`src/rtl/led_frame_sequencer.sv`:
```
`default_nettype none
// ============================================================================
// Module   : led_frame_sequencer
// Purpose  : Streams one frame of NUM_LEDS 24-bit GRB pixels from the
//            displayed half of a double-buffered pixel memory to a serial
//            bit encoder, then holds the line in the latch (reset) gap.
//            The host swaps buffers with frame_commit; a swap only takes
//            effect at the start of a frame.
// Revision : 1.0  initial release
// ----------------------------------------------------------------------------
// Ports
//   clk          in   clock, rising edge
//   rst_n        in   asynchronous active-low reset
//   enable       in   permits new frames to start
//   frame_commit in   one-cycle pulse, back buffer is complete
//   mem_rd       out  one-cycle read strobe to pixel memory
//   mem_addr     out  read address = buf_sel*NUM_LEDS + pixel index
//   mem_rdata    in   pixel read data, valid one cycle after mem_rd
//   pix_valid    out  pixel offered to the encoder
//   pix_data     out  offered pixel
//   pix_ready    in   encoder accepts when pix_valid && pix_ready
//   latch        out  high during the latch gap
//   buf_sel      out  front (displayed) buffer
//   busy         out  high whenever not idle
//   frame_done   out  one-cycle pulse after each frame's latch gap
//   frame_count  out  completed frames, wraps at 16 bits
// ============================================================================
module led_frame_sequencer #(
  parameter int NUM_LEDS     = 160,
  parameter int RESET_CYCLES = 50000,
  parameter int AW           = $clog2(2 * NUM_LEDS)
) (
  input  logic          clk,
  input  logic          rst_n,
  input  logic          enable,
  input  logic          frame_commit,
  output logic          mem_rd,
  output logic [AW-1:0] mem_addr,
  input  logic [23:0]   mem_rdata,
  output logic          pix_valid,
  output logic [23:0]   pix_data,
  input  logic          pix_ready,
  output logic          latch,
  output logic          buf_sel,
  output logic          busy,
  output logic          frame_done,
  output logic [15:0]   frame_count
);

  localparam int IDX_W = $clog2(NUM_LEDS);
  localparam int GAP_W = $clog2(RESET_CYCLES) + 1;

  localparam logic [IDX_W-1:0] IDX_LAST = IDX_W'(NUM_LEDS - 1);
  localparam logic [GAP_W-1:0] GAP_LAST = GAP_W'(RESET_CYCLES - 1);
  localparam logic [AW-1:0]    BUF_BASE = AW'(NUM_LEDS);

  typedef enum logic [2:0] {
    ST_IDLE    = 3'd0,
    ST_FETCH   = 3'd1,
    ST_WAIT    = 3'd2,
    ST_PRESENT = 3'd3,
    ST_LATCH   = 3'd4
  } state_t;

  state_t             r_state;
  state_t             w_next_state;
  logic [IDX_W-1:0]   r_idx;
  logic [IDX_W-1:0]   w_next_idx;
  logic [GAP_W-1:0]   r_gap;
  logic [GAP_W-1:0]   w_next_gap;
  logic               r_commit_pending;
  logic               w_next_pending;
  logic               w_next_buf_sel;
  logic               w_next_pix_valid;
  logic [23:0]        w_next_pix_data;
  logic               w_next_frame_done;
  logic [15:0]        w_next_frame_count;

  // State and datapath registers. Everything the host can see is cleared
  // asynchronously so a mid-frame reset drops the frame on the spot.
  always_ff @(posedge clk or negedge rst_n) begin
    if (!rst_n) begin
      r_state          <= ST_IDLE;
      r_idx            <= '0;
      r_gap            <= '0;
      r_commit_pending <= 1'b0;
      buf_sel          <= 1'b0;
      pix_valid        <= 1'b0;
      pix_data         <= '0;
      frame_done       <= 1'b0;
      frame_count      <= '0;
    end else begin
      r_state          <= w_next_state;
      r_idx            <= w_next_idx;
      r_gap            <= w_next_gap;
      r_commit_pending <= w_next_pending;
      buf_sel          <= w_next_buf_sel;
      pix_valid        <= w_next_pix_valid;
      pix_data         <= w_next_pix_data;
      frame_done       <= w_next_frame_done;
      frame_count      <= w_next_frame_count;
    end
  end

  // Next-state and Moore outputs.
  always_comb begin
    w_next_state       = r_state;
    w_next_idx         = r_idx;
    w_next_gap         = r_gap;
    // Commits arriving at any time fold into one pending swap.
    w_next_pending     = r_commit_pending | frame_commit;
    w_next_buf_sel     = buf_sel;
    w_next_pix_valid   = pix_valid;
    w_next_pix_data    = pix_data;
    w_next_frame_done  = 1'b0;
    w_next_frame_count = frame_count;

    mem_rd   = (r_state == ST_FETCH);
    latch    = (r_state == ST_LATCH);
    busy     = (r_state != ST_IDLE);
    mem_addr = AW'(r_idx) + (buf_sel ? BUF_BASE : '0);

    case (r_state)
      ST_IDLE: begin
        if (enable) begin
          w_next_state = ST_FETCH;
          w_next_idx   = '0;
          // The only place the front buffer may change, so a frame is
          // always read entirely from one buffer. A commit landing in this
          // very cycle is honoured rather than deferred a whole frame.
          if (r_commit_pending || frame_commit) begin
            w_next_buf_sel = ~buf_sel;
            w_next_pending = 1'b0;
          end
        end
      end

      ST_FETCH: begin
        w_next_state = ST_WAIT;
      end

      ST_WAIT: begin
        // Memory data is valid now, one cycle after the strobe.
        w_next_pix_data  = mem_rdata;
        w_next_pix_valid = 1'b1;
        w_next_state     = ST_PRESENT;
      end

      ST_PRESENT: begin
        if (pix_ready) begin
          w_next_pix_valid = 1'b0;
          if (r_idx == IDX_LAST) begin
            w_next_gap   = '0;
            w_next_state = ST_LATCH;
          end else begin
            w_next_idx   = r_idx + IDX_W'(1);
            w_next_state = ST_FETCH;
          end
        end
      end

      ST_LATCH: begin
        if (r_gap == GAP_LAST) begin
          w_next_state       = ST_IDLE;
          w_next_frame_done  = 1'b1;
          w_next_frame_count = frame_count + 16'd1;
        end else begin
          w_next_gap = r_gap + GAP_W'(1);
        end
      end

      default: begin
        w_next_state = ST_IDLE;
      end
    endcase
  end

endmodule
`default_nettype wire

```
`config.mk`:
```
export PLATFORM = sky130hd
export DESIGN_NAME = led_frame_sequencer
export DESIGN_NICKNAME = d
export VERILOG_FILES = /design/src/rtl/led_frame_sequencer.sv
export SDC_FILE = /design/constraint.sdc
export NUM_CORES = 1
export LEC_CHECK = 0
export CAP_MARGIN = 20
export CORE_AREA = 4 4 103 105
export CTS_BUF_LIST = sky130_fd_sc_hd__clkbuf_2 sky130_fd_sc_hd__clkbuf_4 sky130_fd_sc_hd__clkbuf_8
export DETAILED_ROUTE_END_ITERATION = 6
export DIE_AREA = 0 0 107 109
export GPL_ROUTABILITY_DRIVEN = 0
export MAX_ROUTING_LAYER = met4
export PLACE_DENSITY = 0.71
export SYNTH_ARGS = -nofsm -noshare
export SYNTH_HDL_FRONTEND = slang
export SYNTH_SLANG_ARGS = --single-unit
```
`constraint.sdc`:
```
create_clock -name clk -period 3 [get_ports clk]
set_clock_uncertainty 0.1 [all_clocks]
set_input_delay 0.3 -clock clk [delete_from_list [all_inputs] [get_ports clk]]
set_output_delay 0.3 -clock clk [all_outputs]
set_load 0.01 [all_outputs]
```
Yosys cells after proc, flatten, opt, wreduce, memory -nomap -nowiden
Index checks and enable logic that the tools add are counted.
Word-level totals
  register bits: 72
  bits of input ports: 29
  output and inout port bits: 55
  logic and storage cells: 60
Cells by class
  $add $sub $neg: 4
  equal/unequal tests: 12
  multiplexer cells: 21
  bitwise gates (word level): 2
  reductions and logical operators: 12
Operators by type and width (count)
  17-bit two-way mux: 3
  17-bit one-hot mux with 2 select lines: 1
  8-bit two-way mux: 4
  17-bit by 1-bit adder with 17-bit output, second input constant: 1
  17-bit by 16-bit equality test with 1-bit output, second input constant: 1
  16-bit by 1-bit adder with 16-bit output, second input constant: 1
  8-bit one-hot mux with 2 select lines: 1
  3-bit one-hot mux with 5 select lines: 1
  3-bit two-way mux: 4
  2-bit inequality test, second input constant: 5
  8-bit by 8-bit adder with 9-bit output: 1
  8-bit by 1-bit adder with 8-bit output, second input constant: 1
  8-bit equality test, second input constant: 1
  4-bit AND reduction: 2
  3-bit by 2-bit equality test with 1-bit output, second input constant: 2
  1-bit two-way mux: 6
  3-bit AND reduction: 2
  2-bit nonzero test: 3
  2-bit AND reduction: 2
  3-bit by 1-bit equality test with 1-bit output, second input constant: 1
  3-bit equality test, second input constant: 1
  3-bit zero test: 1
  3-bit nonzero test: 1
  2-bit by 1-bit inequality test with 1-bit output, second input constant: 1
  4 further kinds: 4

Depth between registers and ports, before layout
Gate-level depths: netlist (run 1).
  depth after elaboration: 4
  gate-level depth with buffers: 7
  mapped depth without buffers: 5

Least setup slack after synthesis (run 1)
OpenSTA, ideal clock, no wires.
  path type: register to register
  from: reg r_state[1]
  to: reg frame_count[1]
  arrival: 2.192 ns
  data required time: 2.775 ns
  setup slack: 0.583 ns
  cell stages (with the launch flop): 8
  buffers on the path: 3
  cells stage by stage: dfrtp_1 > buf_6 > or3b_1 > buf_2 > or4_4 > buf_6 > nor3_4 > mux2_2
On the way
  word-level cells in the longest chain between the ends: 2
RTL lines
  start: declaration: line 65  | state_t r_state;
  start signal: assignment: line 93  | r_state <= w_next_state;
  3-bit equality test: line 123  | case (r_state)
  2-bit AND reduction (no line)
  end signal: assignment: line 101  | frame_count <= w_next_frame_count;
  end: declaration: line 47  | output logic [15:0] frame_count
Every way passes these cells.
A chain may end at the register's enable or synchronous reset.

Worst setup path after layout (run 1)
  from: reg r_state[1]
  to: out latch
On the way
  word-level cells in the longest chain between the ends: 1
RTL lines
  3-bit equality test: line 119  | latch = (r_state == ST_LATCH);
  end: declaration: line 43  | output logic latch,
Every way passes these cells.

==> run_results.csv, run 1 <==
group,metric,value,unit
status,status,"completed",
timing,setup-violations-final,0,
yosys,synth_top_flop_cell,"dfrtp_1",
timing,min_period,2830,ps
cts,cts_tree,"yes",
yosys,yosys.cell_types.count,52,
timing,finalHoldViolCount,0,
yosys,synth_area,3640,sq um
yosys,synthCells,340,
timing,fmax,353,MHz
grt,grt_use_total,15.2,%
floorplan,initial_core_util,37.8,%
yosys,postSynthAreaPerCell,10.7,sq um
cts,cts_setup_buffers,0,
timing,period_share,94.4,%
cts,cts-root-buf,"clkbuf_8",
floorplan,core_area,9640,sq um
setup_path,crit_type,"reg2out",
setup_path,critPathSlowestCell,"clkdlybuf4s50_1",
setup_path,cp_num_buf_inv,2,
cts,worstSkewPairLatency,340,ps
yosys,synth_fp_nets,375,
setup_path,r2r_end,"frame_count[1]$_DFFE_PN0P_",
cts,clk_pin_slew,70,ps
run,drv_cap,0,
yosys,ys_seq_area_share,49.5,%
layout,nNetsFinal,456,
layout,ff_latch_area,1800,sq um
grt,antenna_found_initial,0,
timing,slew_viol_final,0,
floorplan,die_h,109,microns
routing,viasPerCell,5.32,
floorplan,pin_count,84,
setup_path,cp-start-kind,"register",
layout,multiInputGateArea,1670,sq um
setup_path,cp-end-kind,"output pin",
min_path,min_path_cells,1,
cts,cts.sinks,72,
placement,hpwl,6.16,mm
cts,cts_buffer_depth,2,
timing,holdWs,382,ps
routing,first_pass_iters,4,
setup_path,cp_cell_sequence,"or3b_1, inv_1, clkdlybuf4s50_1",
setup_path,worst-r2r-setup-slack,520,ps
grt,first_global_vias,2868,
yosys,synth_seq_cells,72,
routing,wl_per_cell,15.3,microns
setup_path,crit_family,"buffers and inverters",
routing,final_antenna_net_count,0,
layout,drive_gt1_share,14.3,%
power,p_leak,2.09,nW
setup_path,r2r_start,"r_state[1]$_DFFE_PN0P_",
timing,tns,0,ps
setup_path,max_stage_delay,640,ps
setup_path,r2r_cells,4,
placement,port_buffers,83,
timing,tightestPinTransition,768,ps
routing,drc,0,
min_path,min_from,"pix_valid$_DFFE_PN0P_",
yosys,postSynth.asyncResetShare,100,%
setup_path,crit_required,2600,ps
routing,drt-total-wl,8.54,mm
power,fin_total_pwr,3.38,mW
layout,num_antenna_cells,0,
timing,rsz0062_at_grt,"false",
floorplan,dieArea,11700,sq um
min_path,whs_endpoint,"pix_valid$_DFFE_PN0P_",
grt,grt_max_degree,31,
setup_path,cp_max_fo,16,
power,p_per_area,704,nW/um^2
min_path,min_path_type,"reg2reg",
routing,vias,2973,
yosys,synth_edf_count,0,
layout,area_growth,32.0,%
setup_path,cp.arrival,2430,ps
grt,grt_pass1_wl,13.9,mm
grt,grt_overflow_total,0,
floorplan,placement_rows,36,
cts,h-tree-depth,3,
floorplan,die_w,107,microns
layout,nFillCells,898,
power,irDropWorstVdd,0.313,mV
cts,cts_buffers,9,
timing,slew_headroom,47.4,%
yosys,ys_warn_count,0,
routing,drtIter0Drc,202,
==> cell usage after synthesis, types with 2 or more instances <==
cell | number | share of area (%)
buf_4 | 6 | 1.2
o21ai_1 | 2 | 0.27
o211ai_1 | 3 | 0.62
and4_1 | 4 | 0.96
dfrtp_1 | 72 | 49
mux2i_1 | 7 | 1.9
o311a_1 | 2 | 0.55
o31ai_1 | 6 | 1.2
a21oi_1 | 6 | 0.82
inv_1 | 11 | 1.1
xor2_1 | 8 | 1.9
o2111ai_1 | 3 | 0.72
a31oi_1 | 3 | 0.52
o22ai_1 | 2 | 0.34
or3_1 | 2 | 0.34
clkbuf_1 | 13 | 1.3
ha_1 | 6 | 2.1
nand2_1 | 23 | 2.4
mux2_2 | 25 | 7.7
xnor2_1 | 11 | 2.6
and3_1 | 4 | 0.69
nor4_1 | 10 | 1.7
buf_6 | 3 | 0.93
nor2_1 | 11 | 1.1
nor3_1 | 6 | 0.82
o21ai_0 | 13 | 1.8
nand3_1 | 22 | 3.0
or4_1 | 6 | 1.2
nor3b_1 | 3 | 0.62
nand4_1 | 23 | 3.9
or2_2 | 2 | 0.34
o311ai_0 | 2 | 0.48
==> repair_timing <==
item	in CTS	in global routing
gates resized for setup	0	0
endpoints found under the hold margin	28	0
hold buffers	1	0
==> layer usage <==
| metal | vias to the layer above | share of wire (%) | track usage [%] |
|---|---|---|---|
| met5 | - | 0 | - |
| met4 | 0 | 1.5 | 4.20 |
| met3 | 18 | 5.4 | 4.03 |
| met2 | 97 | 48 | 24.1 |
| met1 | 1435 | 45 | 19.3 |
| li1 | 1423 | - | - |
==> metrics by stage <==
stage | setup slack, ps | util [%] | area [sq um] | cells
finish | 167 | 49.9 | 4810 | 559
global route | 43.5 | 49.9 | 4810 | 559
CTS | 175 | 49.9 | 4810 | 559
detailed placement | 521 | 47.5 | 4580 | 542
global placement | 561 | 47.5 | 4580 | 542
floorplan | 583 | - | 3640 | 340
==> cell families (layout without fill, tap and decap cells) <==
kind of cell,count (synthesis),after routing,synth area share (%)
adders and majority gates,6,6,2.06
buffers and inverters,34,120,4.77
xor gates and xnor gates,19,19,4.57
muxes,32,32,9.65
AOI/OAI and AO/OA,48,48,8.83
DFF,72,72,49.5
and+or+nand+nor,129,129,20.7
==> worst max-delay path by stage <==
stage	cells after the start	end	start
finish	3	latch	r_state[1]$_DFFE_PN0P_
global route	3	latch	r_state[2]$_DFFE_PN0P_
CTS	3	latch	r_state[0]$_DFFE_PN0P_
detailed placement	4	frame_count[1]$_DFFE_PN0P_	r_state[0]$_DFFE_PN0P_
global placement	4	frame_count[1]$_DFFE_PN0P_	r_state[1]$_DFFE_PN0P_
floorplan	7	frame_count[1]$_DFFE_PN0P_	r_state[1]$_DFFE_PN0P_
==> state kept, by name, summed over array words and instances (netlist names) <==
name,count
pix_data,24
pix_valid,1
frame_done,1
r_idx,8
buf_sel,1
r_commit_pending,1
r_gap,17
r_state,3
frame_count,16
==> where the power goes <==
| group | switching (mW) | internal (mW) |
|---|---|---|
| clock network | 0.377 | 0.482 |
| logic | 0.456 | 0.703 |
| registers | 0.172 | 1.19 |
| total | 1.00 | 2.38 |
==> cells in the final DEF, fill, tap and decap left out, types with 2 or more instances in the layout <==
cell type / instances
clkinv_4: 2
nand3_1: 22
mux2_2: 25
and4_1: 4
nand2_1: 23
and3_1: 4
clkdlybuf4s50_1: 82
o311ai_0: 2
a31oi_1: 3
or4_1: 6
dfrtp_1: 72
or2_2: 2
o2111ai_1: 3
nand4_1: 23
nor3_1: 6
ha_1: 6
o21ai_0: 13
o21ai_1: 2
bufinv_16: 2
buf_4: 9
o31ai_1: 6
xor2_1: 8
nor2_1: 11
clkbuf_8: 9
inv_1: 11
nor4_1: 10
or3_1: 2
nor3b_1: 2
o211ai_1: 3
o311a_1: 2
o22ai_1: 2
a21oi_1: 6
xnor2_1: 11
mux2i_1: 7
==> area by class of cell <==
class,instances,share of cell area (%)
clock buffers,10,2.73
inverters,11,0.859
repair buffers,93,18.8
well taps,133,3.46
flip-flops and latches,72,37.5
multi-input cells,234,34.8
clock inverters,6,1.90
No activity file was read; power rests on OpenSTA's default activity.
==> inputs of run 2 (changes only) <==
DONT_BUFFER_PORTS = 1   (was not set)
PLACE_DENSITY = 0.6   (was 0.71)
==> run 2 against run 1 <==
  * Total power decreased by 17%
  * Non-clock buffer count shrank 54
  * Via count decreased by 4.8%
  * Final area decreased by 12%
  * Register-to-register slack got worse by 150 ps
  * Maximum frequency rose by 7.7%
  * Critical path depth rose by 1
  * Flip-flop and latch count unchanged
  * Largest power group unchanged
==> run_results.csv, run 2 (synthesis gave the netlist of run 1 again) <==
group,metric,value,unit
status,status,"completed",
setup_path,cp_cell_sequence,"or4_1, o31ai_1, nand3_2, o221ai_1",
routing,drc,0,
timing,slew_viol_final,0,
layout,ff_latch_area,1800,sq um
layout,final_util,44.1,%
power,p_per_area,663,nW/um^2
grt,globalRouteMet1Util,19.2,%
cts,post_cts_resized,0,
grt,grt_use_total,15.1,%
floorplan,initial_core_util,37.8,%
setup_path,crit_required,3160,ps
setup_path,cp-start-kind,"register",
timing,fmax,380,MHz
layout,largestRegisters,"pix_data (24), r_gap (17), frame_count (16)",
routing,final_antenna_net_count,0,
cts,cts_buffers,9,
timing,setup-violations-final,0,
power,irDropWorstVdd,0.286,mV
routing,drt-total-wl,8.31,mm
layout,nFillCells,929,
cts,worstSkewPairLatency,340,ps
layout,layout_commonest_cell,"dfrtp_1",
layout,layout.cells.non_filler,505,
routing,viasPerCell,5.60,
layout,multiInputGateArea,1670,sq um
timing,slew_headroom,47.5,%
timing,finalHoldViolCount,0,
layout,area_growth,16.7,%
setup_path,max_stage_delay,690,ps
setup_path,crit_type,"reg2reg",
grt,first_global_vias,2731,
run,drv_cap,0,
min_path,min_path_cells,2,
timing,min_period,2630,ps
setup_path,worstSetupPathDepth,4,
setup_path,critPathSlowestCell,"o31ai_1",
grt,grt_max_degree,73,
placement,port_buffers,0,
timing,tns,0,ps
setup_path,r2r_cells,4,
cts,cts-root-buf,"clkbuf_8",
routing,drtIter0Drc,198,
grt,grt-busiest-layer,"met2",
power,p_leak,1.89,nW
grt,antenna_found_initial,0,
layout,num_antenna_cells,0,
timing,holdWs,19.5,ps
grt,met3_usage,4.80,%
timing,period_share,87.7,%
layout,nNetsFinal,402,
floorplan,placement_rows,36,
setup_path,crit_family,"simple AND/OR/NAND/NOR gates",
setup_path,cp-end-kind,"register",
placement,dp_cells,460,
cts,clk_pin_slew,80,ps
routing,vias,2830,
floorplan,pin_count,84,
floorplan,die_h,109,microns
cts,cts_buffer_depth,2,
min_path,min_path_type,"in2reg",
routing,first_pass_iters,5,
layout,largest_register_ffs,24,
grt,met2_usage,23.7,%
setup_path,cp_num_buf_inv,0,
cts,cts_tree,"yes",
timing,rsz0062_at_grt,"false",
cts,cts.sinks,72,
placement,hpwl,5.58,mm
cts,cts_setup_buffers,0,
cts,h-tree-depth,3,
setup_path,cp_max_fo,9,
setup_path,cp.arrival,2790,ps
layout,top_register,"pix_data",
cts,holdBufCountCts,29,
routing,wl_per_cell,16.5,microns
floorplan,dieArea,11700,sq um
floorplan,die_w,107,microns
timing,tightestPinTransition,781,ps
layout,drive_gt1_share,16.7,%
grt,grt_pass1_wl,13.9,mm
floorplan,core_area,9640,sq um
grt,grt_overflow_total,0,
layout,final_cell_mix,"72 x dfrtp_1, 28 x dlygate4sd3_1, 25 x mux2_2",
## run 2: cell types whose count changed in the layout (fill, tap and decap cells not counted)
cell,delta
buf_16,+1
bufinv_16,-2
buf_4,+1
clkinv_2,-1
dlygate4sd3_1,+27
inv_8,+1
inv_6,+1
clkbuf_4,-1
buf_2,-1
clkinvlp_4,+1
clkinv_4,+1
clkdlybuf4s50_1,-82
## run 2: power by group
part | switching, mW | internal [mW]
clock | 0.399 | 0.315
sequential | 0.314 | 1.20
combinational | 0.264 | 0.332
## run 2: metal layers
layer	share of wire [%]	routed length, microns
met1	42	3510
met2	49	4050
met3	8.2	685
met4	0.88	73
met5	0	0
## run 2: worst paths after layout
path,from,end,slack [ps]
max,r_gap[11]$_DFFE_PN0P_,r_gap[10]$_DFFE_PN0P_,370
min,pix_ready,pix_valid$_DFFE_PN0P_,20
max reg2reg,r_gap[11]$_DFFE_PN0P_,r_gap[10]$_DFFE_PN0P_,370
min reg2reg,r_commit_pending$_DFF_PN0_,r_commit_pending$_DFF_PN0_,380
max in group asynchronous,rst_n,r_gap[1]$_DFFE_PN0P_,2090
min in group asynchronous,rst_n,pix_data[3]$_DFFE_PN0P_,450
## run 2: per-stage QoR
step | instance area [sq um] | total power [mW] | setup slack, ps
2_1_floorplan | 3640 | 1.97 | 583
3_3_place_gp | 3760 | 2.05 | 559
3_5_place_dp | 3760 | 2.07 | 450
4_1_cts | 4250 | 2.85 | 432
5_1_grt | 4250 | 3.00 | 183
6_report | 4250 | 2.82 | 370
## run 2: area by class of cell
type / instances / share of cell area (%)
Inverter: 11 / 0.971
Multi-Input combinational cell: 234 / 39.3
Tap cell: 133 / 3.91
Timing Repair Buffer: 39 / 9.01
Sequential cell: 72 / 42.4
Clock buffer: 9 / 2.91
Clock inverter: 7 / 1.47
==> variant 1 (config.mk and constraints of run 2) <==
The 5 states of `state_t` get a one-hot encoding in 5 bits.
--- a/src/rtl/led_frame_sequencer.sv
+++ b/src/rtl/led_frame_sequencer.sv
@@ -54,12 +54,12 @@
   localparam logic [GAP_W-1:0] GAP_LAST = GAP_W'(RESET_CYCLES - 1);
   localparam logic [AW-1:0]    BUF_BASE = AW'(NUM_LEDS);
 
-  typedef enum logic [2:0] {
-    ST_IDLE    = 3'd0,
-    ST_FETCH   = 3'd1,
-    ST_WAIT    = 3'd2,
-    ST_PRESENT = 3'd3,
-    ST_LATCH   = 3'd4
+  typedef enum logic [4:0] {
+    ST_IDLE    = 5'b00001,
+    ST_FETCH   = 5'b00010,
+    ST_WAIT    = 5'b00100,
+    ST_PRESENT = 5'b01000,
+    ST_LATCH   = 5'b10000
   } state_t;
 
   state_t             r_state;
Function: same outputs for any inputs over 10 cycles, from zero or initial values and one cycle with rst_n low; not proved beyond that.
==> variant 1 against run 2 <==
  * Highest routed layer unchanged
  * Sequential power fell by 4%
  * Area after synthesis fell by 4.5%
  * Worst setup slack improved by 250 ps
  * Total power fell by 8.6%
  * Final area fell by 5.1%
  * First-iteration DRC count fell by 37%
  * Combinational power fell by 36%
  * Critical path type is now flip-flop to output port
  * Wire length fell by 13%
  * Sequential cell count rose by 2
  * Critical path depth did not move
==> variant 1: results (changes against run 2) <==
- The average via count per standard cell is 5.05 (was 5.60).
- The initial antenna violation count is 0 (unchanged).
- The pin count of the biggest net entering global routing came to 75 (was 73).
- The post-synthesis net count is 336 (was 375).
- The count of different cell masters after synthesis was 53 (was 52).
- The wire length of the first global-routing pass came to 11600 um (was 13900 um).
- The total clock buffers created by CTS is 9 (unchanged).
- Top post-synthesis cells by area: dfrtp_1 52%, mux2_2 8.1%, xnor2_1 3.8% (was dfrtp_1 49%, mux2_2 7.7%, nand4_1 3.9%).
- The clock-pin slew reported for the worst setup and hold paths after clock tree synthesis came to 80 ps (about the same).
- The register share of total power is 56.3% (was 53.5%).
- The level count of the clock H-tree was 3 (unchanged).
- The start point of the worst min-delay path is mem_rdata[22] (was pix_ready).
- The insertion delay to the later sink of the worst-skew pair was 340 ps (about the same).
- The detailed-routing iteration count for the pre-antenna-repair pass came to 6 (was 5).
- The number of vias in the routed layout is 2349 (was 2830).
- The number of nets in the layout is 363 (was 402).
- The cell type group with the largest total delay on the critical path is simple AND/OR/NAND/NOR gates (unchanged).
- The worst ir drop on vdd is 0.000211 V (was 0.000286 V).
- Ranking of synthesized cells by instance count: 73 x dfrtp_1, 25 x mux2_2, 21 x nand2_1, 21 x nor2_1 (was 72 x dfrtp_1, 25 x mux2_2, 23 x nand2_1, 23 x nand4_1, 22 x nand3_1).
- The overall routed net length is 7200 um (was 8310 um).
- The total of fill cells in the finished design was 951 (was 929).
- Regs by FF count: pix_data x24, r_gap x17, frame_count x16 (unchanged).
- The fraction of the yosys area taken by sequential cells is 53.3% (was 49.5%).
- The number of placed cells counting well taps is 425 (was 460).
- The switching power of the nets is 0.768 mW (was 0.977 mW).
- The count of maximum capacitance violations is 0 (unchanged).
- The number of port buffers is 0 (unchanged).
- The total of cells resized after clock tree synthesis is 0 (unchanged).
- The hold-fix buffer count after cts came to 24 (was 29).
- The total of warnings raised by yosys is 0 (unchanged).
- The async set or reset register ratio after synthesis came to 100% (unchanged).
- The arrival time of the worst setup path was 1980 ps (was 2790 ps).
- The launching point of the worst reg2reg path is r_idx[0] (was r_gap[11]).
- The initial detailed-routing violation count is 125 (was 198).
- Result of the run: finished clean (unchanged).
- The area share of the leading cell type in the synthesized netlist came to 52.5% (was 49.5%).
- The worst-case headroom to the max-slew limit is 51.4% (was 47.5%).
- The clock root buffer master is clkbuf_8 (unchanged).
- The number of buffers on the longest clock path is 2 (unchanged).
- The cell count after synthesis was 301 (was 340).
- The total routing usage reported by global routing came to 12.9% (was 15.1%).
- The post-CTS repair timing setup buffer count is 0 (unchanged).
- The share of layout cells above drive strength 1 is 17.8% (was 16.7%).
- The worst stage delay on the critical path is 430 ps (was 690 ps).
- The kind of path behind the tightest hold check is input port to flip-flop (unchanged).
- The peak fanout along the critical path was 11 (was 9).
- The fraction of power consumed by the clock network is 29.0% (was 25.3%).
- The library cell contributing the largest single delay on the critical path is dfrtp_1 (was o31ai_1).
- The reported leakage power is 1.76 nW (was 1.89 nW).
- The detailed placement HPWL was 4900 um (was 5580 um).
- The number of diodes is 0 (unchanged).
- The start point of the critical path was r_state[1] (was r_gap[11]).
variant 1: logic make-up after synthesis:
family | count (synthesis) | synth area share [%]
xor+xnor | 28 | 7.05
simple gates | 107 | 18.0
flops | 74 | 53.3
mux | 25 | 8.09
buf+inv | 22 | 3.49
fa+ha+maj | 6 | 2.16
compound gates | 39 | 7.98
variant 1: power by group through the flow:
stage               Clock (mW)  Sequential [mW]  Combinational [mW]
floorplan                    0             1.42               0.286
global placement             0             1.46               0.322
detailed placement           0             1.47               0.337
CTS                      0.775             1.45               0.385
global route             0.816             1.47               0.422
finish                   0.746             1.45               0.380
variant 1: metrics by stage:
| step | hold slack [ps] | worst slack (ps) | util, % | cell area (um^2) | power [mW] |
|---|---|---|---|---|---|
| 3_5_place_dp | -93.9 | 677 | 37.1 | 3580 | 1.80 |
| 2_1_floorplan | -95.6 | 846 | - | 3480 | 1.71 |
| 4_1_cts | 0.191 | 591 | 41.8 | 4030 | 2.61 |
| 3_3_place_gp | -94.0 | 736 | 37.1 | 3580 | 1.79 |
| 5_1_grt | 6.75 | 378 | 41.9 | 4040 | 2.71 |
| 6_report | 22.0 | 622 | 41.9 | 4040 | 2.58 |
variant 1: layer usage:
layer / global-route usage (%) / vias up / wire [um]
met5: - / - / 0
met4: 3.65 / 0 / 65
met3: 4.20 / 5 / 407
met2: 20.4 / 58 / 3390
met1: 16.0 / 1166 / 3340
li1: - / 1120 / -
variant 1: worst paths after layout:
path	end	slack, ps	cells after the start
min in group asynchronous	frame_count[9]	410	2
worst max register to register	r_idx[6]	680	6
worst max-delay path	latch	620	4
worst min-delay path	pix_data[22]	20	1
worst min register to register	r_commit_pending	410	2
max in group asynchronous	r_state[0]	2070	2
variant 1: worst register-to-register path, stage by stage (launching register included):
cell and delay [ps]:
dfrtp_1 500, ha_1 240, and3_1 230, nand4_1 200, a21oi_1 650, o21ai_0 200
o31ai_1 110
variant 1: cell type report:
class / count / share of cell area [%]
inverter: 11 / 1.02
timing repair buffer: 27 / 7.01
clock inverter: 5 / 1.39
tap: 133 / 4.12
sequential: 74 / 45.9
clock buffer: 10 / 3.25
multi-input combinational: 205 / 37.3
==> variant 2 (config.mk and constraints of run 2) <==
Made on the original files. Set the parameter `RESET_CYCLES` to 100000 (it was 50000).
--- a/src/rtl/led_frame_sequencer.sv
+++ b/src/rtl/led_frame_sequencer.sv
@@ -27,7 +27,7 @@
 // ============================================================================
 module led_frame_sequencer #(
   parameter int NUM_LEDS     = 160,
-  parameter int RESET_CYCLES = 50000,
+  parameter int RESET_CYCLES = 100000,
   parameter int AW           = $clog2(2 * NUM_LEDS)
 ) (
   input  logic          clk,
Check against the original RTL: no difference found for any inputs over 10 cycles, from zero or initial values and one cycle with rst_n low; that may be too few to reach the edited logic, so the function may still have changed.
==> variant 2 against run 2 <==
  * Total power is 3.7% higher
  * Area after synthesis is 1.7% lower
  * Synthesized cell count is 0.59% lower
  * Critical path depth stayed put
  * Worst setup slack better by 270 ps
  * Via count is 6.5% lower
  * Wire length is 5.6% lower
  * Sequential cell count is 1 higher
  * Final area is 2.1% lower
  * Critical path type unchanged
==> variant 2: results (changes against run 2) <==
- The post-synthesis net count is 373 (was 375).
- The wire length of the first global-routing pass was 13000 um (was 13900 um).
- The reported leakage power is 1.74 nW (was 1.89 nW).
- The overall routed net length is 7850 um (was 8310 um).
- The detailed placement HPWL is 5090 um (was 5580 um).
- The number of nets in the layout came to 395 (was 402).
- Ranking of synthesized cells by instance count: 73 x dfrtp_1, 30 x nand2_1, 25 x mux2_2, 25 x nor2_1, 24 x o21ai_0 (was 72 x dfrtp_1, 25 x mux2_2, 23 x nand2_1, 23 x nand4_1, 22 x nand3_1).
- The pin count of the biggest net entering global routing came to 74 (was 73).
- The placed standard-cell area was 3660 um^2 (was 3760 um^2).
- The fraction of the yosys area taken by sequential cells is 51.0% (was 49.5%).
- The met1 capacity usage during global routing is 17.1% (was 19.2%).
- The sum of met3 wire segment lengths after detailed routing was 546 um (was 685 um).
- The global routing met3 resource utilization is 4.74% (was 4.80%).
- The met2 track demand over resource was 23.2% (was 23.7%).
- The share of the synthesized netlist area taken by xor and xnor gates is 4.40% (was 4.57%).
- The cell count after synthesis was 338 (was 340).
- The number of vias in the routed layout is 2647 (was 2830).
- The worst setup timing slack at the placement stage is 639 ps (was 450 ps).
- The worst-case headroom to the max-slew limit was 38.9% (was 47.5%).
- The initial detailed-routing violation count is 154 (was 198).
- Top post-synthesis cells by area: dfrtp_1 51%, mux2_2 7.9%, o21ai_0 3.4% (was dfrtp_1 49%, mux2_2 7.7%, nand4_1 3.9%).
- The detailed-routing iteration count for the pre-antenna-repair pass is 4 (was 5).
- Result of the run: finished clean (unchanged).
- The library cell contributing the largest single delay on the critical path is or4_4 (was o31ai_1).
- The count of different cell masters after synthesis is 48 (was 52).
- The arrival time of the worst setup path was 2520 ps (was 2790 ps).
- The worst ir drop on vdd is 0.000273 V (was 0.000286 V).
- The met2 layer wire length in the routed design is 3750 um (was 4050 um).
-- variant 2: worst paths after layout --
| kind | from | to | slack [ps] | cells after the start |
|---|---|---|---|---|
| max in group asynchronous | rst_n | pix_data[14] | 2100 | 2 |
| max | r_state[2] | frame_count[9] | 640 | 4 |
| max reg2reg | r_state[2] | frame_count[9] | 640 | 4 |
| min reg2reg | r_commit_pending | r_commit_pending | 400 | 2 |
| min in group asynchronous | rst_n | pix_data[21] | 400 | 2 |
| min | frame_commit | r_commit_pending | 30 | 2 |
-- variant 2: layout make-up --
class | count | area [um^2]
Clock inverter | 4 | 51.3
Inverter | 6 | 22.5
Tap cell | 133 | 166
Sequential cell | 73 | 1830
Fill cell | 925 | 5480
Timing Repair Buffer | 32 | 328
Multi-Input combinational cell | 238 | 1620
Clock buffer | 12 | 153
-- variant 2: where the power goes --
group	internal [mW]	switching (mW)
Sequential	1.20	0.289
Combinational	0.340	0.291
Clock	0.428	0.372
